[config.mk]
export PLATFORM = sky130hd
export DESIGN_NAME = pmc_ac_loader
export DESIGN_NICKNAME = d
export VERILOG_FILES = /design/src/rtl/pmc_ac_loader.sv
export SDC_FILE = /design/constraint.sdc
export NUM_CORES = 1
export LEC_CHECK = 0
export BUFFER_PORTS_ARGS = -buffer_cell sky130_fd_sc_hd__buf_2
export CORE_MARGIN = 4
export CORE_UTILIZATION = 43
export CTS_BUF_LIST = sky130_fd_sc_hd__clkbuf_4
export DETAILED_ROUTE_END_ITERATION = 10
export PLACE_DENSITY = 0.71
export SYNTH_ARGS = -nofsm -noshare
export SYNTH_HDL_FRONTEND = slang
export SYNTH_SLANG_ARGS = --single-unit
export TNS_END_PERCENT = 100
[constraint.sdc]
create_clock -name clk -period 5.4 [get_ports clk]
set_input_delay 0.81 -clock clk [delete_from_list [all_inputs] [get_ports clk]]
set_output_delay 0.81 -clock clk [all_outputs]
set_load 0.02 [all_outputs]
[src/rtl/pmc_ac_loader.sv]
`default_nettype none
// ============================================================================
// Module   : pmc_ac_loader
// Purpose  : Bus-master sequencer that writes a latched NUM_REGS x 32-bit
//            analog-config image over a req/gnt/rvalid data bus.
// Options  : PMC_AC_LOADER_VERIFY_EN - read back and compare every word.
// Revision : 1.0 - initial release
// ============================================================================
module pmc_ac_loader #(
    parameter int          NUM_REGS  = 4,
    parameter logic [31:0] BASE_ADDR = 32'h0000_0000
) (
    input  logic                    clk,
    input  logic                    rst,
    input  logic                    start,
    input  logic [32*NUM_REGS-1:0]  cfg,
    output logic                    busy,
    output logic                    done,
    output logic                    error,
    output logic [3:0]              err_idx,
    output logic                    bus_req,
    input  logic                    bus_gnt,
    input  logic                    bus_rvalid,
    input  logic                    bus_err,
    output logic [31:0]             bus_addr,
    output logic                    bus_we,
    output logic [3:0]              bus_be,
    output logic [31:0]             bus_wdata,
    input  logic [31:0]             bus_rdata
);

    localparam logic [2:0] c_IDLE   = 3'd0;
    localparam logic [2:0] c_WR_REQ = 3'd1;
    localparam logic [2:0] c_WR_RSP = 3'd2;
`ifdef PMC_AC_LOADER_VERIFY_EN
    localparam logic [2:0] c_RD_REQ = 3'd3;
    localparam logic [2:0] c_RD_RSP = 3'd4;
`endif
    localparam logic [2:0] c_FIN    = 3'd5;
    localparam logic [3:0] c_LAST   = 4'(NUM_REGS - 1);

    logic [2:0]  r_state;
    logic [2:0]  w_state_nxt;
    logic [3:0]  r_idx;
    logic        r_error;
    logic [3:0]  r_err_idx;
    logic [31:0] r_img [NUM_REGS];
    logic [31:0] w_word [16];
    logic [31:0] w_cur;
    logic        w_last;
    logic        w_fail;
    logic        w_advance;
    logic        w_rd_req;

    // Pad the image to 16 entries so the 4-bit index selects without truncation.
    for (genvar gi = 0; gi < 16; gi++) begin : g_word
        if (gi < NUM_REGS) begin : g_used
            assign w_word[gi] = r_img[gi];
        end else begin : g_pad
            assign w_word[gi] = '0;
        end
    end

    assign w_cur  = w_word[r_idx];
    assign w_last = (r_idx == c_LAST);

    always_comb begin
        w_state_nxt = r_state;
        w_fail      = 1'b0;
        w_advance   = 1'b0;
        case (r_state)
            c_IDLE:   if (start) w_state_nxt = c_WR_REQ;
            c_WR_REQ: if (bus_gnt) w_state_nxt = c_WR_RSP;
            c_WR_RSP: begin
                if (bus_rvalid) begin
                    if (bus_err) begin
                        w_fail      = 1'b1;
                        w_state_nxt = c_FIN;
                    end else begin
`ifdef PMC_AC_LOADER_VERIFY_EN
                        w_state_nxt = c_RD_REQ;
`else
                        w_advance   = !w_last;
                        w_state_nxt = w_last ? c_FIN : c_WR_REQ;
`endif
                    end
                end
            end
`ifdef PMC_AC_LOADER_VERIFY_EN
            c_RD_REQ: if (bus_gnt) w_state_nxt = c_RD_RSP;
            c_RD_RSP: begin
                if (bus_rvalid) begin
                    if (bus_err || (bus_rdata != w_cur)) begin
                        w_fail      = 1'b1;
                        w_state_nxt = c_FIN;
                    end else begin
                        w_advance   = !w_last;
                        w_state_nxt = w_last ? c_FIN : c_WR_REQ;
                    end
                end
            end
`endif
            c_FIN:    w_state_nxt = c_IDLE;
            default:  w_state_nxt = c_IDLE;
        endcase
    end

    always_ff @(posedge clk) begin
        if (rst) begin
            r_state   <= c_IDLE;
            r_idx     <= '0;
            r_error   <= 1'b0;
            r_err_idx <= '0;
            for (int i = 0; i < NUM_REGS; i++) r_img[i] <= '0;
        end else begin
            r_state <= w_state_nxt;
            if (r_state == c_IDLE && start) begin
                r_idx     <= '0;
                r_error   <= 1'b0;
                r_err_idx <= '0;
                for (int i = 0; i < NUM_REGS; i++) r_img[i] <= cfg[32*i +: 32];
            end
            if (w_fail) begin
                r_error   <= 1'b1;
                r_err_idx <= r_idx;
            end
            if (w_advance) r_idx <= r_idx + 4'd1;
        end
    end

`ifdef PMC_AC_LOADER_VERIFY_EN
    assign w_rd_req = (r_state == c_RD_REQ);
`else
    assign w_rd_req = 1'b0;
    logic w_unused_rdata;
    assign w_unused_rdata = ^bus_rdata;
`endif

    assign bus_req   = (r_state == c_WR_REQ) || w_rd_req;
    assign bus_we    = (r_state == c_WR_REQ);
    assign bus_addr  = bus_req ? (BASE_ADDR + {26'd0, r_idx, 2'b00}) : '0;
    assign bus_wdata = (r_state == c_WR_REQ) ? w_cur : '0;
    assign bus_be    = 4'hF;
    assign busy      = (r_state != c_IDLE) && (r_state != c_FIN);
    assign done      = (r_state == c_FIN);
    assign error     = r_error;
    assign err_idx   = r_err_idx;

endmodule
`default_nettype wire

==> parameters.txt, run 1 <==
Parameter                              Value

Status
  Result of the run    finished, final reports clean

Synth
  Main combinational cell family by area after synthesis    simple AND/OR/NAND/NOR gates
  Top cell type's share of synthesized area    a little under three fifths
  Synth warnings    0
  EDFF count, synth    128
  Sequential fraction of the synthesis area    61.0%
  Most frequent cells after synthesis    and3_1, edfxtp_1, buf_4
  Synthesized flop and latch total    140
  Most numerous cell in the Yosys netlist    and3_1
  Multiplexer fraction of the synthesized cell area    11.3%
  Compound-cell area share of the yosys netlist    1.83%
  Number of distinct library cells after synthesis    38
  Synth Area in Adders    0.187%
  Proportion of synthesized flip-flops having asynchronous set or reset    0%
  Syn Area/Cell    14.4 sq um
  Count of mapped cells out of synthesis    464
  Post-synthesis cell type with the largest combined area    edfxtp_1
  XOR/XNOR share of the synthesized area    0%
  Primary flip-flop cell chosen by synthesis mapping    edfxtp_1
  Synth Cell Area    between 6000 and 7000 sq um
  Synth area leaders    edfxtp_1, and3_1, mux4_2
  Simple-gate share of the synthesized area    between 10% and 20%

Timing
  Unrepaired setup endpoints after global routing    no
  Final Cycle Share    66.5%
  Highest attainable clock frequency    0.278 GHz
  Final setup margin    around 1800 ps
  Min Tclk post-route    3590 ps
  Aggregate negative setup slack    0 ps
  Clock tree skew after final layout    11.2 ps
  Count of endpoints failing hold in the final timing report    0
  Worst-Margin Slew    1100 ps
  Endpoints failing setup    0
  Count of pins over their slew limit    0
  Worst slew margin    26.2%

Clock network
  CTS H-tree lvls    4
  Total of cells resized after clock tree synthesis    0
  TritonCTS clock tree    built
  Clock transition at the registers of the reported paths    120 ps
  Inserted Clock Buffers    17
  Clock tree root driver cell    clkbuf_4
  Maximum root-to-sink buffer count    2
  Skew-Pair Late Insertion Delay    between 500 and 600 ps
  Num Clock Sinks    140
  Count of hold-fix buffers inserted at cts    0
  Count of buffers added by post-CTS timing repair for setup    0

Power and ir drop
  Power dissipated by switching net loads    0.583 mW
  Portion of total power attributed to combinational logic    roughly 13%
  Sequential fraction of design power    58.2%
  Worst VDD drop    0.158 mV
  Switching Share    25.5%
  Power share of the clock group    28.4%
  Cell internal pwr    between 1.5 and 2 mW
  Leakage component of the power    3.76 nW
  Power density cells    between 200 and 300 nW/um^2

Critical path
  Start-to-end type of the worst setup path    flip-flop to primary output
  Library cell contributing the largest single delay on the critical path    nor3b_2
  Family with the most delay on the worst path    simple AND/OR/NAND/NOR gates
  Biggest fanout along the worst timing path    24
  Required time of the critical path    4590 ps
  Worst EP arrival    2780 ps
  Critical path, cell by cell    nor3b_2 > buf_4 > and3_1 > buf_2
  Worst path buffer plus inverter count    2
  Category of the worst setup path launch point    flip-flop
  Slowest stage delay, CP    ~940 ps
  Endpoint kind of the worst setup timing path    primary output

Detailed routing
  1st-pass router iterations    5
  Routed Wire Length    14900 um
  Detailed Route Iter0 Violations    442
  Wire length per cell    ~18 um
  Number of vias per cell after detailed routing    around 5.3
  Via count    4392
  Post-detailed-route DRC marker count    0
  Routed Antenna Nets    0

Floorplanning
  Starting Density    44.0%
  Area enclosed by the die boundary    17600 sq um
  Ports placed on the boundary    243
  Die width    133 um
  Die height    133 um
  Number of cell rows    between 40 and 50
  Placeable core region    around 15000 sq um

Place
  Buffers added on ports    178
  GP Congestion    0.783
  Worst setup timing slack at the placement stage    2290 ps
  Placed wire-length estimate after detailed placement    slightly below 10000 um

GRT
  Initial antenna violation count    1
  Number of global-route vias before repair    4447
  Largest net degree at the start of global routing    roughly 130
  Aggregate global-route resource usage    16.9%
  Global-route wire length before repair    between 20000 and 25000 um
  Total grt overflow    0

Layout
  Area added between synthesis and finish    16.5%
  Fin nets    787
  Share of final-layout standard cells stronger than drive strength 1    41.3%

Worst hold path
  Class of the worst hold path    flip-flop to flip-flop

Run
  Max-capacitance violation count    0
final timing paths:
path / startpoint / end / slack, ps / cells after the start
max: r_state[0]$_SDFFE_PP0P_ / bus_wdata[28] / 1810 / 4
min: err_idx[0]$_SDFFE_PP0P_ / err_idx[0]$_SDFFE_PP0P_ / 490 / 1
max reg2reg: r_state[1]$_SDFFE_PP0P_ / r_img[2][25]$_SDFFCE_PN0P_ / 2970 / 4
min reg2reg: err_idx[0]$_SDFFE_PP0P_ / err_idx[0]$_SDFFE_PP0P_ / 490 / 1
cell type report:
class	instances	area, sq um
antenna	1	2.50
clock buffer	19	143
clock inverter	12	125
fill	1311	7410
inverter	3	13.8
multi-input combinational	273	2240
sequential	140	4090
tap	188	235
timing repair buffer	185	943
state kept, by name, summed over array words and instances, names as in the netlist:
| name | flops |
|---|---|
| r_idx | 4 |
| error | 1 |
| r_state | 3 |
| r_img | 128 |
| err_idx | 4 |
routing by layer:
metal	GRT usage (%)	vias up	routed length (um)
met5	0	-	13
met4	5.02	2	150
met3	4.75	12	1120
met2	27.0	192	7320
met1	22.9	2141	6300
li1	-	2045	-
worst reg2reg max path: cells and delay by family (launching register included):
family                 cells  cell delay [ps]
buffers and inverters      2             1210
flip-flops                 1              450
AND/OR/NAND/NOR            2              420
power by group through the flow:
stage | Combinational, mW | Sequential [mW] | Clock, mW
floorplan | 0.231 | 1.35 | 0
CTS | 0.310 | 1.33 | 0.671
detailed placement | 0.309 | 1.36 | 0
global placement | 0.300 | 1.35 | 0
global route | 0.337 | 1.34 | 0.719
finish | 0.307 | 1.33 | 0.650
per-stage QoR:
stage | instance area [sq um] | hold WS [ps] | power (mW) | instances | utilization (%)
floorplan | 6800 | 544 | 1.58 | 494 | -
global route | 7790 | 506 | 2.40 | 820 | 51.2
global placement | 7520 | 451 | 1.65 | 789 | 49.5
detailed placement | 7520 | 462 | 1.67 | 789 | 49.5
CTS | 7790 | 492 | 2.31 | 820 | 51.2
finish | 7790 | 486 | 2.29 | 821 | 51.3
layout by cell type (no fill, tap or decap), types with 2 or more instances in the layout:
cell type / n
nor2_1: 5
nor3b_1: 3
a32o_1: 4
clkinvlp_4: 4
dfxtp_1: 10
buf_4: 7
mux4_2: 32
nor4b_1: 2
clkinv_1: 2
nand2_1: 2
clkinv_4: 2
bufinv_16: 2
buf_2: 178
conb_1: 32
and2_1: 6
dfxtp_2: 2
nand2b_1: 2
edfxtp_1: 128
mux2_2: 3
and3_1: 162
clkinv_2: 2
clkbuf_4: 19
cells by family (layout without fill, tap and decap cells):
family,Yosys count,after routing
compound gates,14,14
fa+ha+maj,1,1
simple gates,191,191
flops,140,140
buf+inv,81,219
mux,35,35
other cells,2,33
Note: power is estimated with default switching activity, not from simulation.
==> run 2, diff against run 1 <==
ABC_AREA = 1   (was not set)
PLACE_DENSITY = 0.69   (was 0.71)
clock period = 3.6 ns   (was 5.4 ns; I/O delays follow)
==> run 2 against run 1 <==
Against the previous run: final area increased by 14%; total power increased by 59%; clock skew about the same; count of clock-buffer cells in the layout increased by 2; clock power increased by 74%; wire length increased by 19%.
==> parameters.txt, run 2 <==
Parameter                              Value

Worst hold path
  Endpoint of the worst hold path    r_state[1]$_SDFFE_PP0P_
  Class of the worst hold path    input pin to flip-flop
  Start point of the worst min-delay path    bus_gnt
  Hold Path Cell Cnt    3

Layout
  Filler cell count    1681
  Top register by number of flip-flops    r_img
  Share of final-layout standard cells stronger than drive strength 1    34.2%
  Most common cell after layout, fill and taps aside    buf_2
  Most used cells in the layout excluding fill and tap cells    buf_2, nor2_1, inv_1
  Core occupancy in the finished layout    50.7%
  Flip-flop count of the largest register, all copies and words added    128
  Total area of multi-input combinational cells    around 2600 sq um
  Area added between synthesis and finish    14.4%
  Sequential cell area in the final layout    4090 sq um
  Antenna diode count    0
  Final Cell Area    8890 sq um
  Fin nets    1110
  Non-filler cells in the finished layout    between 1k and 1.5k

GRT
  Total grt overflow    0
  Number of global-route vias before repair    5170
  Initial antenna violation count    2
  Met1 global-route usage    between 20% and 30%
  Global-route wire length before repair    approximately 27000 um
  Met3 usage in global routing    5.88%
  Aggregate global-route resource usage    17.5%
  Largest net degree at the start of global routing    75
  Grt peak-use layer    met2
  Global-route track usage on met2    30.4%

Timing
  Worst-Margin Slew    1170 ps
  Unrepaired setup endpoints after global routing    no
  Count of endpoints failing hold in the final timing report    0
  Clock tree skew after final layout    about 11 ps
  Endpoints failing setup    0
  Worst slack on hold paths    about 280 ps
  Min Tclk post-route    3050 ps
  Worst slew margin    between 20 and 25%
  Count of pins over their slew limit    0
  Highest attainable clock frequency    ~0.33 GHz
  Aggregate negative setup slack    0 ps
  Final Cycle Share    84.8%
  Final setup margin    roughly 550 ps

Power and ir drop
  Power dissipated by switching net loads    0.968 mW
  Worst VDD drop    0.319 mV
  Power density cells    approximately 400 nW/um^2
  Switching Share    26.6%
  Power share of the clock group    between 30% and 40%
  Cell internal pwr    2.67 mW
  Total Power    3.64 mW
  Sequential fraction of design power    54.0%
  Leakage component of the power    4.06 nW
  Portion of total power attributed to combinational logic    14.9%

Clock network
  Maximum root-to-sink buffer count    2
  Clock tree root driver cell    clkbuf_4
  Count of hold-fix buffers inserted at cts    0
  CTS H-tree lvls    4
  Count of buffers added by post-CTS timing repair for setup    0
  Total of cells resized after clock tree synthesis    0
  Num Clock Sinks    140
  Clock transition at the registers of the reported paths    110 ps
  Inserted Clock Buffers    17
  TritonCTS clock tree    built
  Skew-Pair Late Insertion Delay    530 ps

Critical path
  Required time of the critical path    3060 ps
  Worst EP arrival    2510 ps
  Critical register-to-register path startpoint    r_state[0]$_SDFFE_PP0P_
  Endpoint kind of the worst setup timing path    primary output
  Cell depth of the worst flop-to-flop path    6
  Worst R2R Setup Slack    1560 ps
  Reg-to-reg critical path endpoint    r_img[1][8]$_SDFFCE_PN0P_
  Biggest fanout along the worst timing path    32
  Start-to-end type of the worst setup path    flip-flop to primary output
  Category of the worst setup path launch point    flip-flop

Place
  Buffers added on ports    178
  Worst setup timing slack at the placement stage    1080 ps
  Post-place instance area    approximately 8600 sq um
  Number of instances in the placed design    1149
  Placed wire-length estimate after detailed placement    12400 um
  GP Congestion    0.781

Detailed routing
  1st-pass router iterations    5
  Routed Wire Length    17800 um
  Post-detailed-route DRC marker count    0
  Detailed Route Iter0 Violations    about 310
  Number of vias per cell after detailed routing    around 4.5
  Routed Antenna Nets    0
  Wire length per cell    15.0 um
  Via count    around 5.3k

Floorplanning
  Ports placed on the boundary    around 240
  Starting Density    44.3%
  Placeable core region    between 15000 and 20000 sq um
  Die width    roughly 140 um
  Area enclosed by the die boundary    20300 sq um
  Number of cell rows    48
  Die height    142 um

Synth
  Proportion of synthesized flip-flops having asynchronous set or reset    0%
  Syn Area/Cell    10.0 sq um
  Synth warnings    0
  Synth area leaders    edfxtp_1, nor2_4, nor2_1
  Sequential fraction of the synthesis area    a little over half
  Synth Cell Area    7780 sq um
  Top cell type's share of synthesized area    49.4%
  Primary flip-flop cell chosen by synthesis mapping    edfxtp_1
  Synthesized flop and latch total    140
  Most numerous cell in the Yosys netlist    nor2_1
  Number of distinct library cells after synthesis    26
  Most frequent cells after synthesis    nor2_1, inv_1, edfxtp_1
  Post-synthesis cell type with the largest combined area    edfxtp_1
  Count of mapped cells out of synthesis    between 700 and 800
  EDFF count, synth    between 100 and 150

Run
  Max-capacitance violation count    0

Status
  Result of the run    finished, final reports clean
-- run 2: cell count changes after synthesis, moves of 6 or more --
cell / change
and3_1: -162
nor2_1: +159
inv_1: +143
nor2_4: +102
o21ai_0: +69
a21oi_1: +38
mux4_2: -32
clkbuf_1: -21
nand2_1: +17
buf_12: +10
nand3_1: +9
buf_2: +7
and2_1: -6
-- run 2: worst max-delay path by stage --
stage                                end  slack, ps                     from  cells after the start
5_1_grt                    bus_wdata[27]        360  r_state[1]$_SDFFE_PP0P_                      6
3_5_place_dp               bus_wdata[27]       1080  r_state[0]$_SDFFE_PP0P_                      5
3_3_place_gp               bus_wdata[18]       1120  r_state[1]$_SDFFE_PP0P_                      6
4_1_cts                    bus_wdata[27]        460  r_state[0]$_SDFFE_PP0P_                      5
2_1_floorplan  r_img[0][0]$_SDFFCE_PN0P_        810                    start                      4
6_report                   bus_wdata[27]        550  r_state[0]$_SDFFE_PP0P_                      5
-- run 2: worst max-delay path: stages, from the launching register on --
cell	delay, ps
dfxtp_1	410
nand2_1	110
nor2_2	250
nand2_2	530
a21oi_1	420
buf_2	230
-- run 2: cell families after synthesis --
| logic type | after synthesis | synth area share (%) |
|---|---|---|
| XOR/XNOR | 2 | 0.225 |
| AND/OR/NAND/NOR | 301 | 24.7 |
| other | 2 | 0.0966 |
| buffers and inverters | 221 | 15.2 |
| flip-flops | 140 | 52.5 |
| adder cells (fa/ha/maj) | 1 | 0.161 |
| AO/OA/AOI/OAI | 110 | 7.11 |
-- run 2: metal layers --
layer / share of wire (%) / wire (um)
met5: 0.12 / 21
met4: 1.0 / 186
met3: 9.3 / 1660
met2: 50 / 8880
met1: 39 / 7010
-- run 2: layout make-up --
cell class / count / area share, %
Tap cell: 225 / 3.17
Sequential cell: 140 / 45.9
Inverter: 148 / 6.25
Timing Repair Buffer: 190 / 11.5
Clock inverter: 11 / 1.70
Clock buffer: 21 / 1.77
Multi-Input combinational cell: 446 / 29.7
-- run 2: power by group through the flow --
| stage | logic (mW) | clock network (mW) | registers, mW |
|---|---|---|---|
| after CTS | 0.552 | 1.16 | 1.96 |
| final | 0.544 | 1.13 | 1.96 |
| after floorplan | 0.431 | 0 | 2.00 |
| after global routing | 0.603 | 1.23 | 1.98 |
| after detailed placement | 0.550 | 0 | 2.00 |
| after global placement | 0.542 | 0 | 2.00 |
==> run 3, diff against run 2 <==
clock period = 2.9 ns   (was 3.6 ns; I/O delays follow)
==> run 3 against run 2 <==
Against the previous run: clock skew grew 7.8 ps; core utilization grew 0.093 points; largest cell class unchanged; combinational power grew 27%; sequential power grew 24%; critical endpoint is now bus_wdata[0]; die area is the same; first-iteration DRC count grew 0.96%; count of clock-buffer cells in the layout shrank 3; sequential cell count is the same; hold slack lost 130 ps.
==> parameters.txt, run 3 (same netlist as run 2, synthesis figures left out) <==
Parameter                              Value

GRT
  Number of global-route vias before repair    5210
  Global-route track usage on met2    29.8%
  Total grt overflow    0
  Largest net degree at the start of global routing    42
  Initial antenna violation count    4
  Met1 global-route usage    20.4%
  Grt peak-use layer    met2
  Aggregate global-route resource usage    17.3%
  Global-route wire length before repair    between 20000 and 30000 um
  Met3 usage in global routing    under 10%

Floorplanning
  Area enclosed by the die boundary    ~20000 sq um
  Starting Density    44.3%
  Ports placed on the boundary    243
  Number of cell rows    48
  Placeable core region    17500 sq um
  Die height    142 um
  Die width    142 um

Power and ir drop
  Worst VDD drop    ~0.35 mV
  Cell internal pwr    2.95 mW
  Leakage component of the power    4.06 nW
  Sequential fraction of design power    58.4%
  Portion of total power attributed to combinational logic    16.5%
  Power dissipated by switching net loads    1.22 mW
  Switching Share    29.3%
  Power density cells    468 nW/um^2
  Power share of the clock group    25.0%

Critical path
  Library cell contributing the largest single delay on the critical path    dfxtp_1
  Category of the worst setup path launch point    flip-flop
  Slowest stage delay, CP    approximately 350 ps
  Required time of the critical path    2470 ps
  Start-to-end type of the worst setup path    flip-flop to primary output
  Critical register-to-register path startpoint    r_state[0]$_SDFFE_PP0P_
  Family with the most delay on the worst path    simple AND/OR/NAND/NOR gates
  Critical path, cell by cell    inv_2 > nand2_1 > nor2_2 > nand2_4 > buf_4 > a21oi_1 > buf_2
  Reg-to-reg critical path endpoint    r_img[1][9]$_SDFFCE_PN0P_
  Worst R2R Setup Slack    860 ps
  Worst path buffer plus inverter count    3
  Cell depth of the worst flop-to-flop path    6
  Biggest fanout along the worst timing path    25
  Worst EP arrival    2260 ps
  Endpoint kind of the worst setup timing path    primary output

Detailed routing
  Post-detailed-route DRC marker count    0
  Wire length per cell    ~15 um
  Routed Wire Length    ~18000 um
  Via count    5411
  Routed Antenna Nets    0
  Number of vias per cell after detailed routing    about 4.6
  Detailed Route Iter0 Violations    ~320
  1st-pass router iterations    4

Status
  Result of the run    finished, final reports clean

Layout
  Fin nets    between 1k and 1.5k
  Antenna diode count    0
  Filler cell count    1652
  Most common cell after layout, fill and taps aside    buf_2
  Non-filler cells in the finished layout    1186
  Area added between synthesis and finish    14.6%
  Most used cells in the layout excluding fill and tap cells    buf_2, nor2_1, inv_1
  Share of final-layout standard cells stronger than drive strength 1    34.8%
  Top register by number of flip-flops    r_img
  Flip-flop count of the largest register, all copies and words added    about 130

Timing
  Worst slew margin    around three fifths
  Endpoints failing setup    0
  Clock tree skew after final layout    19.2 ps
  Worst-Margin Slew    599 ps
  Count of endpoints failing hold in the final timing report    0
  Min Tclk post-route    2690 ps
  Aggregate negative setup slack    0 ps
  Final Cycle Share    92.8%
  Unrepaired setup endpoints after global routing    no
  Highest attainable clock frequency    approximately 0.37 GHz
  Count of pins over their slew limit    0

Clock network
  CTS H-tree lvls    4
  Maximum root-to-sink buffer count    2
  Num Clock Sinks    140
  Count of hold-fix buffers inserted at cts    0
  Inserted Clock Buffers    17
  TritonCTS clock tree    built
  Clock transition at the registers of the reported paths    about 130 ps
  Skew-Pair Late Insertion Delay    approximately 550 ps
  Clock tree root driver cell    clkbuf_4

Worst hold path
  Hold Path Cell Cnt    2
  Start point of the worst min-delay path    rst
  Endpoint of the worst hold path    r_state[1]$_SDFFE_PP0P_
  Class of the worst hold path    input pin to flip-flop

Place
  Placed wire-length estimate after detailed placement    12600 um
  Number of instances in the placed design    1152
  Buffers added on ports    178
  GP Congestion    around 0.77

Run
  Max-capacitance violation count    0
-- run 3: metal layers --
| metal | up-vias | share of wire [%] |
|---|---|---|
| li1 | 2694 | - |
| met1 | 2474 | 38 |
| met2 | 213 | 51 |
| met3 | 22 | 9.8 |
| met4 | 8 | 1.1 |
| met5 | - | 0.26 |
-- run 3: worst max-delay path by stage --
stage	start	slack (ps)	depth (start not counted)	endpoint
floorplan	r_state[0]$_SDFFE_PP0P_	190	5	r_img[0][0]$_SDFFCE_PN0P_
global placement	r_idx[1]$_SDFFE_PP0P_	620	5	bus_wdata[10]
CTS	r_idx[1]$_SDFFE_PP0P_	20	5	bus_wdata[27]
detailed placement	r_state[0]$_SDFFE_PP0P_	620	6	bus_wdata[0]
global route	r_state[1]$_SDFFE_PP0P_	20	7	bus_wdata[15]
finish	r_state[1]$_SDFFE_PP0P_	210	7	bus_wdata[0]
-- run 3: power by group through the flow --
stage | Clock [mW] | Combinational [mW] | Sequential, mW
6_report | 1.04 | 0.690 | 2.44
5_1_grt | 1.16 | 0.768 | 2.45
4_1_cts | 1.08 | 0.703 | 2.44
3_5_place_dp | 0 | 0.699 | 2.48
3_3_place_gp | 0 | 0.689 | 2.48
2_1_floorplan | 0 | 0.534 | 2.48
-- run 3: final cells by class --
cell class              count  area [sq um]  share of cell area (%)
multi-input cells         446          2650                    29.7
clock inverters            14          81.3                   0.913
flip-flops and latches    140          4090                    45.8
well taps                 225           282                    3.16
clock buffers              18           135                    1.52
inverters                 148           559                    6.28
repair inverters            1          7.51                  0.0842
repair buffers            194          1110                    12.5
-- run 3: what timing repair did --
| item | CTS | global route |
|---|---|---|
| pin swaps | 0 | 0 |
| setup buffers | 0 | 1 |
| gates cloned | 0 | 1 |
| setup endpoints to repair | 5 | 21 |
| resized for setup | 1 | 2 |
-- run 3: worst register-to-register path, delay by kind of cell, from the launching register on --
kind,cells,cell delay [ps]
buffers and inverters,2,470
flip-flops,1,370
AND/OR/NAND/NOR,4,880
-- run 3: per-stage QoR --
step | power (mW) | instance area, sq um | hold slack (ps) | utilization, % | setup WS [ps]
floorplan | 3.02 | 7890 | 473 | - | 190
detailed placement | 3.18 | 8660 | 459 | 49.4 | 620
CTS | 4.22 | 8880 | 106 | 50.6 | 17.0
global route | 4.39 | 8910 | 84.8 | 50.8 | 19.3
global placement | 3.17 | 8660 | 452 | 49.4 | 624
finish | 4.17 | 8910 | 149 | 50.8 | 210
